`src/rtl/mem_req_arbiter.sv`:
```
// mem_req_arbiter
//   Shares one core-side data memory port between NUM_INPUTS requesters.
//   Requests are picked round-robin, tagged with the requester index in the
//   tag LSBs and pushed through a 2-entry skid buffer toward the memory bus.
//   Responses are steered back to the requester named by the tag LSBs.
//   Per-requester outstanding-read counters throttle reads and feed busy.
//
// Ports
//   clk, reset          : clock, synchronous active-high reset
//   in_req_*            : per-requester request channel (flattened vectors)
//   in_req_ready        : per-requester accept (at most one bit set)
//   out_req_*           : merged request toward memory, driven from the buffer head
//   out_req_ready       : memory-side accept
//   out_rsp_*           : response from memory, tag = {requester tag, index}
//   in_rsp_valid        : one-hot routed response valid
//   in_rsp_data/tag     : response payload, broadcast to all requesters
//   in_rsp_ready        : per-requester response accept
//   busy                : any read outstanding or any request still buffered
module mem_req_arbiter #(
  parameter int NUM_INPUTS  = 4,
  parameter int ADDR_WIDTH  = 30,
  parameter int DATA_SIZE   = 4,
  parameter int TAG_WIDTH   = 8,
  parameter int MAX_PENDING = 16,
  localparam int IDX_W      = $clog2(NUM_INPUTS),
  localparam int OUT_TAG_W  = TAG_WIDTH + IDX_W,
  localparam int CNT_W      = $clog2(MAX_PENDING + 1)
) (
  input  logic                              clk,
  input  logic                              reset,
  input  logic [NUM_INPUTS-1:0]             in_req_valid,
  input  logic [NUM_INPUTS-1:0]             in_req_rw,
  input  logic [NUM_INPUTS*ADDR_WIDTH-1:0]  in_req_addr,
  input  logic [NUM_INPUTS*DATA_SIZE-1:0]   in_req_byteen,
  input  logic [NUM_INPUTS*DATA_SIZE*8-1:0] in_req_data,
  input  logic [NUM_INPUTS*TAG_WIDTH-1:0]   in_req_tag,
  output logic [NUM_INPUTS-1:0]             in_req_ready,
  output logic                              out_req_valid,
  output logic                              out_req_rw,
  output logic [ADDR_WIDTH-1:0]             out_req_addr,
  output logic [DATA_SIZE-1:0]              out_req_byteen,
  output logic [DATA_SIZE*8-1:0]            out_req_data,
  output logic [OUT_TAG_W-1:0]              out_req_tag,
  input  logic                              out_req_ready,
  input  logic                              out_rsp_valid,
  input  logic [DATA_SIZE*8-1:0]            out_rsp_data,
  input  logic [OUT_TAG_W-1:0]              out_rsp_tag,
  output logic                              out_rsp_ready,
  output logic [NUM_INPUTS-1:0]             in_rsp_valid,
  output logic [DATA_SIZE*8-1:0]            in_rsp_data,
  output logic [TAG_WIDTH-1:0]              in_rsp_tag,
  input  logic [NUM_INPUTS-1:0]             in_rsp_ready,
  output logic                              busy
);

  localparam int DATA_W  = DATA_SIZE * 8;
  localparam int ENTRY_W = 1 + ADDR_WIDTH + DATA_SIZE + DATA_W + OUT_TAG_W;

  logic [IDX_W-1:0]      rr_ptr;
  logic [CNT_W-1:0]      pend [NUM_INPUTS];
  logic [NUM_INPUTS-1:0] eligible;
  logic [NUM_INPUTS-1:0] grant;
  logic                  any_grant;
  logic [IDX_W-1:0]      grant_idx;
  logic [NUM_INPUTS-1:0] in_fire;
  logic [NUM_INPUTS-1:0] rd_inc;
  logic [NUM_INPUTS-1:0] rsp_dec;

  logic [ENTRY_W-1:0]    skid_mem [2];
  logic [ENTRY_W-1:0]    push_entry;
  logic [ENTRY_W-1:0]    head;
  logic                  skid_wr_ptr;
  logic                  skid_rd_ptr;
  logic [1:0]            skid_count;
  logic [1:0]            skid_count_next;
  logic                  accept;
  logic                  push;
  logic                  pop;

  logic [IDX_W-1:0]      rsp_idx;
  logic                  rsp_fire;
  logic                  any_pend;

  // Reads stop being eligible once their requester hits the outstanding
  // limit; writes never get a response, so they are never throttled.
  always_comb begin
    eligible = '0;
    for (int i = 0; i < NUM_INPUTS; i++) begin
      eligible[i] = in_req_valid[i] &&
                    !(!in_req_rw[i] && (pend[i] == CNT_W'(MAX_PENDING)));
    end
  end

  // Round-robin search starting at rr_ptr: first pass covers indices at or
  // above the pointer, second pass wraps to the ones below it.
  always_comb begin
    grant     = '0;
    any_grant = 1'b0;
    grant_idx = '0;
    for (int i = 0; i < NUM_INPUTS; i++) begin
      if (!any_grant && eligible[i] && (IDX_W'(i) >= rr_ptr)) begin
        any_grant = 1'b1;
        grant_idx = IDX_W'(i);
        grant[i]  = 1'b1;
      end
    end
    for (int i = 0; i < NUM_INPUTS; i++) begin
      if (!any_grant && eligible[i] && (IDX_W'(i) < rr_ptr)) begin
        any_grant = 1'b1;
        grant_idx = IDX_W'(i);
        grant[i]  = 1'b1;
      end
    end
  end

  // A full buffer still accepts when its head leaves this same cycle.
  // Ready is held low during reset so nothing is handed over and then dropped.
  assign accept       = (skid_count != 2'd2) || out_req_ready;
  assign in_req_ready = (accept && !reset) ? grant : '0;
  assign in_fire      = in_req_valid & in_req_ready;
  assign push         = |in_fire;
  assign pop          = out_req_valid && out_req_ready;

  // Payload of the granted requester, with its index appended to the tag.
  always_comb begin
    push_entry = '0;
    for (int i = 0; i < NUM_INPUTS; i++) begin
      if (grant[i]) begin
        push_entry = {in_req_rw[i],
                      in_req_addr[i*ADDR_WIDTH +: ADDR_WIDTH],
                      in_req_byteen[i*DATA_SIZE +: DATA_SIZE],
                      in_req_data[i*DATA_W +: DATA_W],
                      in_req_tag[i*TAG_WIDTH +: TAG_WIDTH],
                      IDX_W'(i)};
      end
    end
  end

  // Skid storage holds payload only; validity lives in skid_count.
  always_ff @(posedge clk) begin
    if (push) begin
      skid_mem[skid_wr_ptr] <= push_entry;
    end
  end

  assign head = skid_mem[skid_rd_ptr];
  assign {out_req_rw, out_req_addr, out_req_byteen, out_req_data, out_req_tag} = head;

  always_comb begin
    unique case ({push, pop})
      2'b10:   skid_count_next = skid_count + 2'd1;
      2'b01:   skid_count_next = skid_count - 2'd1;
      default: skid_count_next = skid_count;
    endcase
  end

  // Buffer pointers, occupancy, registered valid and the round-robin pointer.
  always_ff @(posedge clk) begin
    if (reset) begin
      rr_ptr        <= '0;
      skid_wr_ptr   <= 1'b0;
      skid_rd_ptr   <= 1'b0;
      skid_count    <= 2'd0;
      out_req_valid <= 1'b0;
    end else begin
      if (push) begin
        skid_wr_ptr <= ~skid_wr_ptr;
        rr_ptr      <= (grant_idx == IDX_W'(NUM_INPUTS - 1)) ? '0 : grant_idx + IDX_W'(1);
      end
      if (pop) begin
        skid_rd_ptr <= ~skid_rd_ptr;
      end
      skid_count    <= skid_count_next;
      out_req_valid <= (skid_count_next != 2'd0);
    end
  end

  // Response steering: the index in the tag LSBs selects both the valid bit
  // raised and the ready bit returned to memory.
  assign rsp_idx     = out_rsp_tag[IDX_W-1:0];
  assign in_rsp_data = out_rsp_data;
  assign in_rsp_tag  = out_rsp_tag[OUT_TAG_W-1:IDX_W];

  always_comb begin
    out_rsp_ready = 1'b0;
    in_rsp_valid  = '0;
    for (int i = 0; i < NUM_INPUTS; i++) begin
      if (rsp_idx == IDX_W'(i)) begin
        out_rsp_ready   = in_rsp_ready[i];
        in_rsp_valid[i] = out_rsp_valid;
      end
    end
  end

  assign rsp_fire = out_rsp_valid && out_rsp_ready;

  always_comb begin
    rd_inc  = '0;
    rsp_dec = '0;
    for (int i = 0; i < NUM_INPUTS; i++) begin
      rd_inc[i]  = in_fire[i] && !in_req_rw[i];
      rsp_dec[i] = rsp_fire && (rsp_idx == IDX_W'(i));
    end
  end

  // Outstanding-read counters; a same-cycle issue and return cancel out.
  // A stray decrement at zero leaves the counter at zero.
  always_ff @(posedge clk) begin
    for (int i = 0; i < NUM_INPUTS; i++) begin
      if (reset) begin
        pend[i] <= '0;
      end else if (rd_inc[i] && !rsp_dec[i]) begin
        pend[i] <= pend[i] + CNT_W'(1);
      end else if (!rd_inc[i] && rsp_dec[i] && (pend[i] != '0)) begin
        pend[i] <= pend[i] - CNT_W'(1);
      end
    end
  end

  // Simulation-time protocol checks on the response side.
  always_ff @(posedge clk) begin
    if (!reset) begin
      for (int i = 0; i < NUM_INPUTS; i++) begin
        if (rsp_dec[i]) begin
          assert (pend[i] != '0);
        end
      end
      if (out_rsp_valid) begin
        assert (int'(rsp_idx) < NUM_INPUTS);
      end
    end
  end

  always_comb begin
    any_pend = 1'b0;
    for (int i = 0; i < NUM_INPUTS; i++) begin
      any_pend = any_pend || (pend[i] != '0);
    end
  end

  assign busy = any_pend || (skid_count != 2'd0);

endmodule

```
`config.mk`:
```
export PLATFORM = sky130hd
export DESIGN_NAME = mem_req_arbiter
export DESIGN_NICKNAME = d
export VERILOG_FILES = /design/src/rtl/mem_req_arbiter.sv
export SDC_FILE = /design/constraint.sdc
export NUM_CORES = 1
export LEC_CHECK = 0
export BUFFER_PORTS_ARGS = -buffer_cell sky130_fd_sc_hd__buf_4
export CAP_MARGIN = 40
export CORE_AREA = 2 2 189 191
export DETAILED_ROUTE_END_ITERATION = 6
export DIE_AREA = 0 0 191 193
export SYNTH_ARGS = -nofsm -noshare
export SYNTH_HDL_FRONTEND = slang
export SYNTH_SLANG_ARGS = --single-unit
```
`constraint.sdc`:
```
create_clock -name clk -period 7.66 [get_ports clk]
set_input_delay 0.383 -clock clk [delete_from_list [all_inputs] [get_ports clk]]
set_output_delay 0.383 -clock clk [all_outputs]
set_load 0.005 [all_outputs]
```
==> metrics.txt, run 1 <==
count of unresolved DRC violations after routing 8; CP max-delay cell buf_4; vias after detailed routing approximately 7,900; floorplan row count 69; Avg WL per Cell approximately 18 microns; post-CTS setup-driven buffer insertion count 0; Setup crit end kind primary output; port bufs ~400; Peak VDD IR 0.176 mV; Initial Util 0.271; post-synth top area share 0.551; flop and latch count out of synthesis about 180; class of the tightest hold or removal check input port to flop; count of max-cap constraint violations 0; Post-Synthesis Cells about 800; Final Hold Viols 0; violated checks design-rule violations; number of clock buffers inserted by TritonCTS 17; Async SR Flop Fraction 0; Cell variety after synth 62; largest net degree at the start of global routing 80; launching element type of the critical path flop; Layout Skew roughly 0.02 ns; cells resized by post-CTS repair 0; share of synthesized area occupied by flip-flops and latches 0.568; gr usage total 0.148; hold_buf cts 0; total overflow reported by the global router 0; setup-violating endpoint count in the final report 0; pin slew with the least headroom to its limit roughly 0.88 ns; Detail Placement HPWL between 20,000 and 25,000 microns; height of the chip a little under 200 microns; clock-pin slew of the registers on the worst-case setup and hold paths around 0.070 ns; TritonCTS clock tree built; wire length of the first global-routing pass approximately 42,000 microns; Skew-Pair Late Insertion Delay 0.44 ns; Crit path buffers/inverters 3; crit path kind flop to primary output; maximum clock path buffer count 2; Final GP Congestion 0.766; Most common cell on crit path buf_4; ratio of final minimum period to clock period 0.492; sequence of cells on the critical path inv_1, ha_1, or3b_1, o21ai_2, a21oi_1, o32ai_4, buf_4, and2_1, buf_4; Top-Level Pins around 480; via count of the first global-routing pass roughly 7,600; predominant post-synthesis flop cell edfxtp_1; Worst Hold Margin about 0.24 ns; drt initial violations ~640; total routed wirelength between 20,000 and 30,000 microns; status finished, violations left; count of flip-flops with a built-in enable after synthesis 174; FF+latch area between 5000 and 6000 sq um; vias per cell slightly below 5; cell type with the highest aggregate area in the netlist edfxtp_1; floorplan die width around 190 microns; data arrival time at the worst-slack endpoint around 3.4 ns; Avg Synthesized Cell Area approximately 12 sq um; Final TNS setup 0 ns; Sinks on Clock Net approximately 180; post-layout min period 3.77 ns; cell area power density between 200 and 250 nW/um^2; buffer type at the clock tree root clkbuf_16; slew margin rel. 0.415; cell types with the largest area share after synthesis edfxtp_1, mux2_2, a222oi_1, nand2_1, buf_4; number of warning messages in the yosys log 0; initial antenna violation count 0; Die ar. 36,900 sq um; Filler Cell Count approximately 3,400; Nets ~1,500; Max Slew Vio Count 0; DR pass1 iterations 7; nets in the synthesized netlist ~1,100; share of cells above drive strength 1 0.473; area of the mapped netlist ~9500 sq um; data required time at the worst endpoint about 7.3 ns; setup repair after global routing missed its margin no; H-Tree Level Count 4; Static Leak between 5 and 6 nW; Inserted Diodes 0; maximum clock frequency ~270 MHz; cell family contributing the most delay on the critical path buffers and inverters; Post-DRT Antenna Nets 0; area of the multi-input gates roughly 3600 sq um; area overhead of the layout relative to synthesis 40.1%; longest individual stage delay on the worst path 0.72 ns; peak fanout along the critical path 79; Core Footprint about 35,000 sq um
==> state kept, by name (all words and copies together), names as in the netlist, named ones only <==
signal / flops
skid_count: 2
skid_rd_ptr: 1
skid_wr_ptr: 1
skid_mem: 154
rr_ptr: 2
out_req_valid: 1
pend: 20
==> area by class of cell <==
class / instances / share of cell area
well taps: 461 / 0.0434
flip-flops and latches: 182 / 0.405
inverters: 16 / 0.00452
repair buffers: 413 / 0.234
clock inverters: 15 / 0.0104
multi-input cells: 494 / 0.270
clock buffers: 17 / 0.0320
==> worst paths after layout <==
| path | cells after the start | startpoint | slack, ns | to |
|---|---|---|---|---|
| max | 9 | pend[1][0]$_DFFE_PP_ | 3.89 | in_req_ready[2] |
| min | 3 | in_req_addr[71] | 0.24 | skid_mem[1][57]$_DFFE_PP_ |
| max reg2reg | 13 | pend[2][0]$_SDFFCE_PN0P_ | 4.17 | pend[2][4]$_SDFFCE_PN0P_ |
| min reg2reg | 2 | skid_rd_ptr$_SDFFE_PP0P_ | 0.53 | flop |
==> stage by stage <==
stage                     cells  setup WS (ns)  area, sq um  power [W]   util
after floorplan             780           2.53         9490    0.00187      -
after global placement     1565           4.12        12700    0.00233  0.363
after detailed placement   1566           4.20        12700    0.00235  0.364
after CTS                  1598           3.85        13300    0.00322  0.380
after global routing       1598           3.67        13300    0.00333  0.380
final                      1598           3.89        13300    0.00317  0.380
==> where the power goes <==
| group | switching, W | internal [W] |
|---|---|---|
| logic | 0.000455 | 0.000494 |
| clock network | 0.000422 | 0.000431 |
| registers | 0.0000702 | 0.00129 |
| total | 0.000947 | 0.00222 |
==> worst min-delay path: stages <==
cell and delay, ns:
buf_4 0.08, nand2_1 0.04, nand2_1 0.06
==> synth_stat cells, types with 2 or more instances <==
| library cell | instances |
|---|---|
| nor2_1 | 27 |
| nand3_1 | 8 |
| nor3_1 | 4 |
| o22ai_1 | 2 |
| ha_1 | 12 |
| o22a_1 | 3 |
| mux2_2 | 77 |
| edfxtp_1 | 174 |
| nor4_1 | 2 |
| and2_1 | 6 |
| xor2_1 | 4 |
| o221ai_1 | 4 |
| nand2b_1 | 8 |
| a22oi_1 | 2 |
| buf_2 | 14 |
| o21ai_0 | 7 |
| a21o_1 | 3 |
| buf_4 | 40 |
| nor3b_1 | 3 |
| nor2b_1 | 2 |
| xnor2_1 | 5 |
| o21ai_1 | 3 |
| o211ai_1 | 3 |
| o31ai_4 | 3 |
| a21oi_1 | 19 |
| dfxtp_1 | 8 |
| or3_1 | 3 |
| a222oi_1 | 75 |
| o21a_1 | 4 |
| inv_1 | 16 |
| a221oi_1 | 2 |
| or3b_1 | 2 |
| a32oi_1 | 2 |
| o21ai_2 | 2 |
| clkbuf_1 | 25 |
| nand2_1 | 164 |
| nand3b_1 | 4 |
| and3_1 | 6 |
| buf_1 | 9 |
==> per-layer routing <==
layer	GRT usage	vias to the layer above	wire (microns)
met2	0.268	328	15100
met3	0.0338	24	2320
met1	0.173	3815	11600
met5	0	-	0
met4	0.0465	0	395
li1	-	3691	-
==> cell families after synthesis <==
logic type | synth area share
compound gates | 0.141
fa+ha+maj | 0.0179
buf+inv | 0.0588
xor+xnor | 0.00831
mux | 0.0948
flops | 0.568
simple gates | 0.111
==> layout by cell type, fill, tap and decap left out, types with 3 or more instances in the layout <==
| cell type | n |
|---|---|
| a21o_1 | 3 |
| a21oi_1 | 19 |
| a222oi_1 | 75 |
| and2_1 | 6 |
| and3_1 | 6 |
| buf_4 | 412 |
| clkbuf_16 | 17 |
| clkinv_4 | 5 |
| dfxtp_1 | 7 |
| edfxtp_1 | 174 |
| ha_1 | 12 |
| inv_1 | 16 |
| inv_8 | 6 |
| mux2_2 | 77 |
| nand2_1 | 164 |
| nand2b_1 | 8 |
| nand3_1 | 8 |
| nand3b_1 | 4 |
| nor2_1 | 25 |
| nor3_1 | 4 |
| nor3b_1 | 3 |
| o211ai_1 | 3 |
| o21a_1 | 4 |
| o21ai_0 | 7 |
| o21ai_1 | 3 |
| o221ai_1 | 4 |
| o22a_1 | 3 |
| o31ai_4 | 3 |
| or3_1 | 3 |
| xnor2_1 | 5 |
| xor2_1 | 4 |
Power figures use the tool's default switching activity.
==> inputs of run 2 (changes only) <==
clock period = 3.6 ns   (was 7.66 ns; I/O delays follow)
==> run 2 against run 1 <==
Effect of this change:
- clock power up 120%
- critical path type unchanged
- flip-flop and latch count is the same
- setup slack lost 3.6 ns
- sequential share of layout area fell by 0.41 points
- hold slack got worse by 0.21 ns
- die area unchanged
- sequential power increased by 110%
- non-clock buffer count rose by 8
- the flow still finishes with violations (design-rule violations)
- critical path depth up 1
- register-to-register slack got worse by 3.8 ns
- final cell count rose by 0.50%
==> metrics.txt, run 2 (same netlist as run 1, synthesis figures left out) <==
commonest cells after routing, fill and taps aside buf_4, edfxtp_1, nand2_1, mux2_2, a222oi_1; crit path kind flop to primary output; initial antenna violation count 0 (unchanged); Final GP Congestion 0.841 (+9.8%); data arrival time at the worst-slack endpoint 3.17 ns (-0.22 ns); status finished, violations left; GR met3 Demand/Resource 0.0420 (+0.00814); max FFs per register 154 (unchanged); floorplan row count 69 (unchanged); buffer type at the clock tree root clkbuf_16; pin slew with the least headroom to its limit 0.686 ns (-0.192 ns); total routed wirelength 28,900 microns (-1.8%); Max Slew Vio Count 0 (unchanged); R2R Path Start pend[2][1]$_SDFFCE_PN0P_; Inserted Diodes 0 (unchanged); overall power consumption 0.00678 W (+110%); Layout Skew 0.0170 ns (-0.00292 ns); via count of the first global-routing pass 7,488 (-1.6%); maximum clock frequency approximately 300 MHz; post-layout min period ~3.4 ns; worst setup slack after layout 0.245 ns (-3.64 ns); Skew-Pair Late Insertion Delay 0.44 ns (about the same); placed cell count 1,567 (+0.064%); Static Leak 5.49 nW (+1.0%); clock-pin slew of the registers on the worst-case setup and hold paths 0.08 ns (about the same); area overhead of the layout relative to synthesis 41.6%; peak fanout along the critical path 44 (-44%); setup-violating endpoint count in the final report 0 (unchanged); Worst Hold Margin 0.0315 ns (-0.207 ns); DR pass1 iterations 7 (unchanged); Biggest register skid_mem; data required time at the worst endpoint 3.42 ns (-3.86 ns); floorplan die width 191 microns (unchanged); maximum clock path buffer count 2 (unchanged); setup slack after placement 0.205 ns (-4.00 ns); Setup crit end kind primary output; number of clock buffers inserted by TritonCTS 17 (unchanged); source of the critical timing path pend[1][0]$_DFFE_PP_; H-Tree Level Count 4 (unchanged); start point of the worst min-delay path in_req_data[81]; cell area power density 505 nW/um^2 (+110%); Post-DRT Antenna Nets 0 (unchanged); setup repair after global routing missed its margin no; Top Usage Layer GRT met2; ratio of final minimum period to clock period 0.932; largest net degree at the start of global routing 80 (unchanged); Detail Placement HPWL 20,700 microns (-1.9%); largest registers in the final layout skid_mem x154, pend x20; vias per cell 4.88 (-0.83%); Top-Level Pins 482 (unchanged); drt initial violations 683 (+6.4%); Final Hold Viols 0 (unchanged); Peak VDD IR 0.289 mV (+64%); slew margin rel. 0.541 (+0.126); Post-Layout Cell Count 1,606 (+0.50%); port bufs 401 (unchanged); wire length of the first global-routing pass 40,800 microns (-2.2%); class of the tightest hold or removal check input port to flop; TritonCTS clock tree built; violated checks design-rule violations; height of the chip 193 microns (unchanged); grt met2 use 0.261 (-0.00739); Nets 1,499 (+0.54%); share of cells above drive strength 1 0.471 (-0.00243); count of max-cap constraint violations 0 (unchanged); met1 layer usage reported by global route 0.163 (-0.00993); most frequent standard cell in the layout excluding fill and tap cells buf_4; Die ar. 36,900 sq um (unchanged); Core Footprint 35,000 sq um (unchanged); vias after detailed routing 7,832 (-0.33%); Initial Util 0.271 (unchanged); launching element type of the critical path flop; count of unresolved DRC violations after routing 8 (unchanged); Sinks on Clock Net 182 (unchanged); gr usage total 0.145 (-0.00260); Filler Cell Count 3,389 (-0.59%); Avg WL per Cell 18.0 microns (-2.3%); total overflow reported by the global router 0 (unchanged)
[run 2: changes by cell type in the layout (fill, tap and decap cells not counted), sizes merged]
cell         change
buf              +1
clkbuf           +1
bufinv           +2
dlygate4sd3      +7
clkinvlp         -1
inv              -2
[run 2: routing by layer]
metal | vias up | wire length (microns)
li1 | 3707 | -
met1 | 3784 | 11100
met3 | 30 | 2290
met4 | 0 | 587
met5 | - | 0
met2 | 311 | 14900
[run 2: layout make-up]
cell class	instances	area, sq um	share of cell area
clock buffer	18	429	0.0320
clock inverter	14	148	0.0110
inverter	16	60.1	0.00447
multi-input combinational	494	3590	0.268
sequential	182	5390	0.401
tap	461	577	0.0430
timing repair buffer	421	3230	0.241
[run 2: stage by stage]
stage               setup TNS, ns  cell area (sq um)   util
finish                          0              13400  0.384
global route                    0              13400  0.384
CTS                             0              13400  0.384
detailed placement              0              12800  0.365
global placement                0              12800  0.365
floorplan                  -38.02               9490      -
[run 2: repair_timing]
item,in CTS,in global routing
endpoints found under the setup margin,0,2
hold buffers,7,0
endpoints found under the hold margin,14,0
gates resized for setup,0,2
setup buffers,0,0
[run 2: final timing paths]
kind              depth (start not counted)                        end  slack (ns)
setup reg to reg                         13   pend[2][4]$_SDFFCE_PN0P_        0.34
hold reg to reg                           2                       flop        0.51
setup / recovery                         10            in_req_ready[0]        0.25
hold / removal                            3  skid_mem[1][27]$_DFFE_PP_        0.03
[run 2: power by group]
part           internal (W)  switching, W
clock network       0.00103      0.000818
logic               0.00107       0.00101
registers           0.00275      0.000100
total               0.00486       0.00193
[run 2: worst max-delay path: stages, from the launching register on]
cell,delay [ns]
edfxtp_1,0.45
inv_1,0.12
ha_1,0.14
or3b_1,0.40
o21ai_2,0.18
buf_4,0.17
a22oi_1,0.10
o31ai_4,0.36
buf_4,0.49
and2_1,0.19
buf_4,0.11
==> inputs of run 3 (changes only) <==
ABC_AREA = 1   (was unset)
CORE_AREA = 2 2 185 187   (was 2 2 189 191)
DIE_AREA = 0 0 187 189   (was 0 0 191 193)
PLACE_DENSITY = 0.57   (was unset)
==> run 3 against run 2 <==
Effect of this change:
- the flow now finishes without violations
- final cell count rose by 4.9%
- synthesized cell count rose by 12%
- setup slack improved by 0.29 ns
- first-iteration DRC count fell by 33%
- global-route usage rose by 1.1 points
- hold slack improved by 0.033 ns
- design area barely moved
- synthesized area rose by 1.9%
- critical path depth rose by 8
- largest cell class unchanged
- largest power group unchanged
==> metrics.txt, run 3 <==
via count of the first global-routing pass 7,864 (+5.0%); count of max-cap constraint violations 0 (unchanged); post-layout min period 3.06 ns (-0.292 ns); area overhead of the layout relative to synthesis 38.9%; internal reg-to-reg setup slack 0.54 ns (+0.20 ns); area of the mapped netlist 9670 sq um (+1.9%); wire length of the first global-routing pass 43,300 microns (+6.2%); Top-Level Pins 482 (unchanged); Initial Util 0.290 (+0.0192); R2R Path Start pend[0][0]$_DFFE_PP_; Worst Hold Margin 0.0650 ns (+0.0335 ns); sequence of cells on the critical path inv_1, ha_1, nand3_2, nand3_2, nand2_2, nor2_4, nand4_1, nand2_2, nand2_2, inv_2, nand2_1, nand2_2, inv_1, ha_1, nand2_1, o21ai_0, xor2_1, o21ai_1; floorplan die width 187 microns (-2.1%); most numerous cell types in the synthesized netlist nand2_1, edfxtp_1, nand3_1; Skew-Pair Late Insertion Delay 0.43 ns (about the same); setup slack after placement 0.539 ns (+0.333 ns); post-synth top area share 0.540 (-0.0104); TritonCTS clock tree built; vias after detailed routing 7,816 (-0.20%); predominant post-synthesis flop cell edfxtp_1; launching element type of the critical path flop; port bufs 401 (unchanged); cell types with the largest area share after synthesis edfxtp_1, mux2_2, nand2_1, a22oi_1, nand3_1; class of the tightest hold or removal check input port to flop; Detail Placement HPWL 20,800 microns (+0.49%); largest registers in the final layout skid_mem x154, pend x20; Async SR Flop Fraction 0 (unchanged); most frequent standard cell in the layout excluding fill and tap cells buf_4; data required time at the worst endpoint 3.78 ns (+0.36 ns); Peak VDD IR 0.327 mV (+13%); Die ar. 35,300 sq um (-4.1%); pin slew with the least headroom to its limit 0.885 ns (+0.200 ns); crit path kind flop to flop; number of clock buffers inserted by TritonCTS 17 (unchanged); buffer type at the clock tree root clkbuf_16; commonest cells after routing, fill and taps aside buf_4, nand2_1, edfxtp_1, nand3_1, mux2_2; Sinks on Clock Net 182 (unchanged); Avg WL per Cell 16.9 microns (-6.0%); FF-to-FF path depth 18 (+5); Max Slew Vio Count 0 (unchanged); vias per cell 4.64 (-4.9%); CP max-delay cell edfxtp_1; worst setup slack after layout 0.537 ns (+0.292 ns); worst setup path endpoint pend[2][4]$_SDFFCE_PN0P_; total overflow reported by the global router 0 (unchanged); flop and latch count out of synthesis 182 (unchanged); Cell variety after synth 38 (-39%); total routed wirelength 28,500 microns (-1.4%); Inserted Diodes 0 (unchanged); peak fanout along the critical path 7 (-84%); largest net degree at the start of global routing 76 (-5.0%); Post-Synthesis Cells 875 (+12%); Biggest register skid_mem; maximum clock frequency 327 MHz (+9.5%); setup repair after global routing missed its margin no; DR pass1 iterations 4 (-3); nets in the synthesized netlist 1,242 (+8.3%); longest individual stage delay on the worst path 0.46 ns (-0.03 ns); Layout Skew 0.0216 ns (+0.00459 ns); status finished clean; count of flip-flops with a built-in enable after synthesis 174 (unchanged); data arrival time at the worst-slack endpoint 3.24 ns (+0.07 ns); drt initial violations 456 (-33%); post-CTS setup-driven buffer insertion count 0 (unchanged); overall power consumption 0.00747 W (+10%); Final GP Congestion 0.824 (-2.1%); Core Footprint 33,300 sq um (-4.8%); H-Tree Level Count 4 (unchanged); Setup crit end kind flop; Final Hold Viols 0 (unchanged); initial antenna violation count 0 (unchanged); floorplan row count 67 (-2.9%); ratio of final minimum period to clock period 0.851 (-0.0811); slew margin rel. 0.410 (-0.131); Final TNS setup 0 ns (unchanged); maximum clock path buffer count 2 (unchanged); Nets 1,591 (+6.1%); Most common cell on crit path nand2_2; share of synthesized area occupied by flip-flops and latches 0.557 (-0.0107); cell type with the highest aggregate area in the netlist edfxtp_1; setup-violating endpoint count in the final report 0 (unchanged); cell area power density 557 nW/um^2 (+10%); count of unresolved DRC violations after routing 0 (-8); worst flop-to-flop path endpoint pend[2][4]$_SDFFCE_PN0P_; share of cells above drive strength 1 0.446 (-0.0245); Static Leak 5.60 nW (+2.1%); gr usage total 0.157 (+0.0115); number of warning messages in the yosys log 0 (unchanged); most repeated cell in the gate-level netlist after synthesis nand2_1; Avg Synthesized Cell Area 11.0 sq um (-9.1%); source of the critical timing path pend[0][0]$_DFFE_PP_; Post-DRT Antenna Nets 0 (unchanged); clock-pin slew of the registers on the worst-case setup and hold paths 0.08 ns (about the same); max FFs per register 154 (unchanged); height of the chip 189 microns (-2.1%)
-- run 3: cell families (layout without fill, tap and decap cells) --
family | after synthesis | in the layout | share of synthesized area
buf+inv | 123 | 485 | 0.0753
flops | 182 | 182 | 0.557
xor+xnor | 21 | 21 | 0.0190
simple gates | 354 | 354 | 0.163
compound gates | 104 | 104 | 0.0773
mux | 78 | 78 | 0.0907
fa+ha+maj | 13 | 13 | 0.0176
-- run 3: report_power, final --
part / internal (W) / switching (W) / total [W]
sequential: 0.00294 / 0.000160 / 0.00310
clock: 0.000941 / 0.000919 / 0.00186
combinational: 0.00122 / 0.00130 / 0.00251
total: 0.00510 / 0.00237 / 0.00747
-- run 3: area by class of cell --
cell class,count,area (sq um)
clock inverter,15,176
tap,448,561
fill,3236,19900
multi-input combinational,570,3570
sequential,182,5390
clock buffer,17,425
timing repair buffer,414,3160
inverter,39,148
-- run 3: routing by layer --
metal  global-route usage  up-vias  wire length [microns]
met5                    0        -                      0
met4               0.0537        0                    710
met2                0.290      255                  15000
met1                0.175     3711                  11100
met3               0.0400       39                   1670
li1                     -     3811                      -
-- run 3: what timing repair did --
action,in CTS,in global routing
hold endpoints to repair,4,0
hold buffers,1,0
gates resized for setup,0,0
-- run 3: through the flow --
stage	utilization	cells	instance area, sq um
global placement	0.385	1652	12800
CTS	0.403	1685	13400
floorplan	-	875	9680
finish	0.403	1685	13400
global route	0.403	1685	13400
detailed placement	0.385	1652	12800
-- run 3: worst min path at each step --
stage / from / to / cells after the start
final: in_req_data[48] / skid_mem[0][26]$_DFFE_PP_ / 3
after global routing: in_req_data[80] / skid_mem[0][26]$_DFFE_PP_ / 3
after CTS: in_req_data[48] / skid_mem[0][26]$_DFFE_PP_ / 3
after detailed placement: out_rsp_data[10] / in_rsp_data[10] / 0
after global placement: out_rsp_data[10] / in_rsp_data[10] / 0
after floorplan: in_req_data[32] / skid_mem[0][10]$_DFFE_PP_ / 2
-- run 3: worst max-delay path, delay by kind of cell (launching register included) --
kind / cells / cell delay (ns)
simple gates: 10 / 1.00
flops: 1 / 0.46
buf+inv: 3 / 0.30
xor+xnor: 1 / 0.21
fa+ha+maj: 2 / 0.56
compound gates: 2 / 0.30
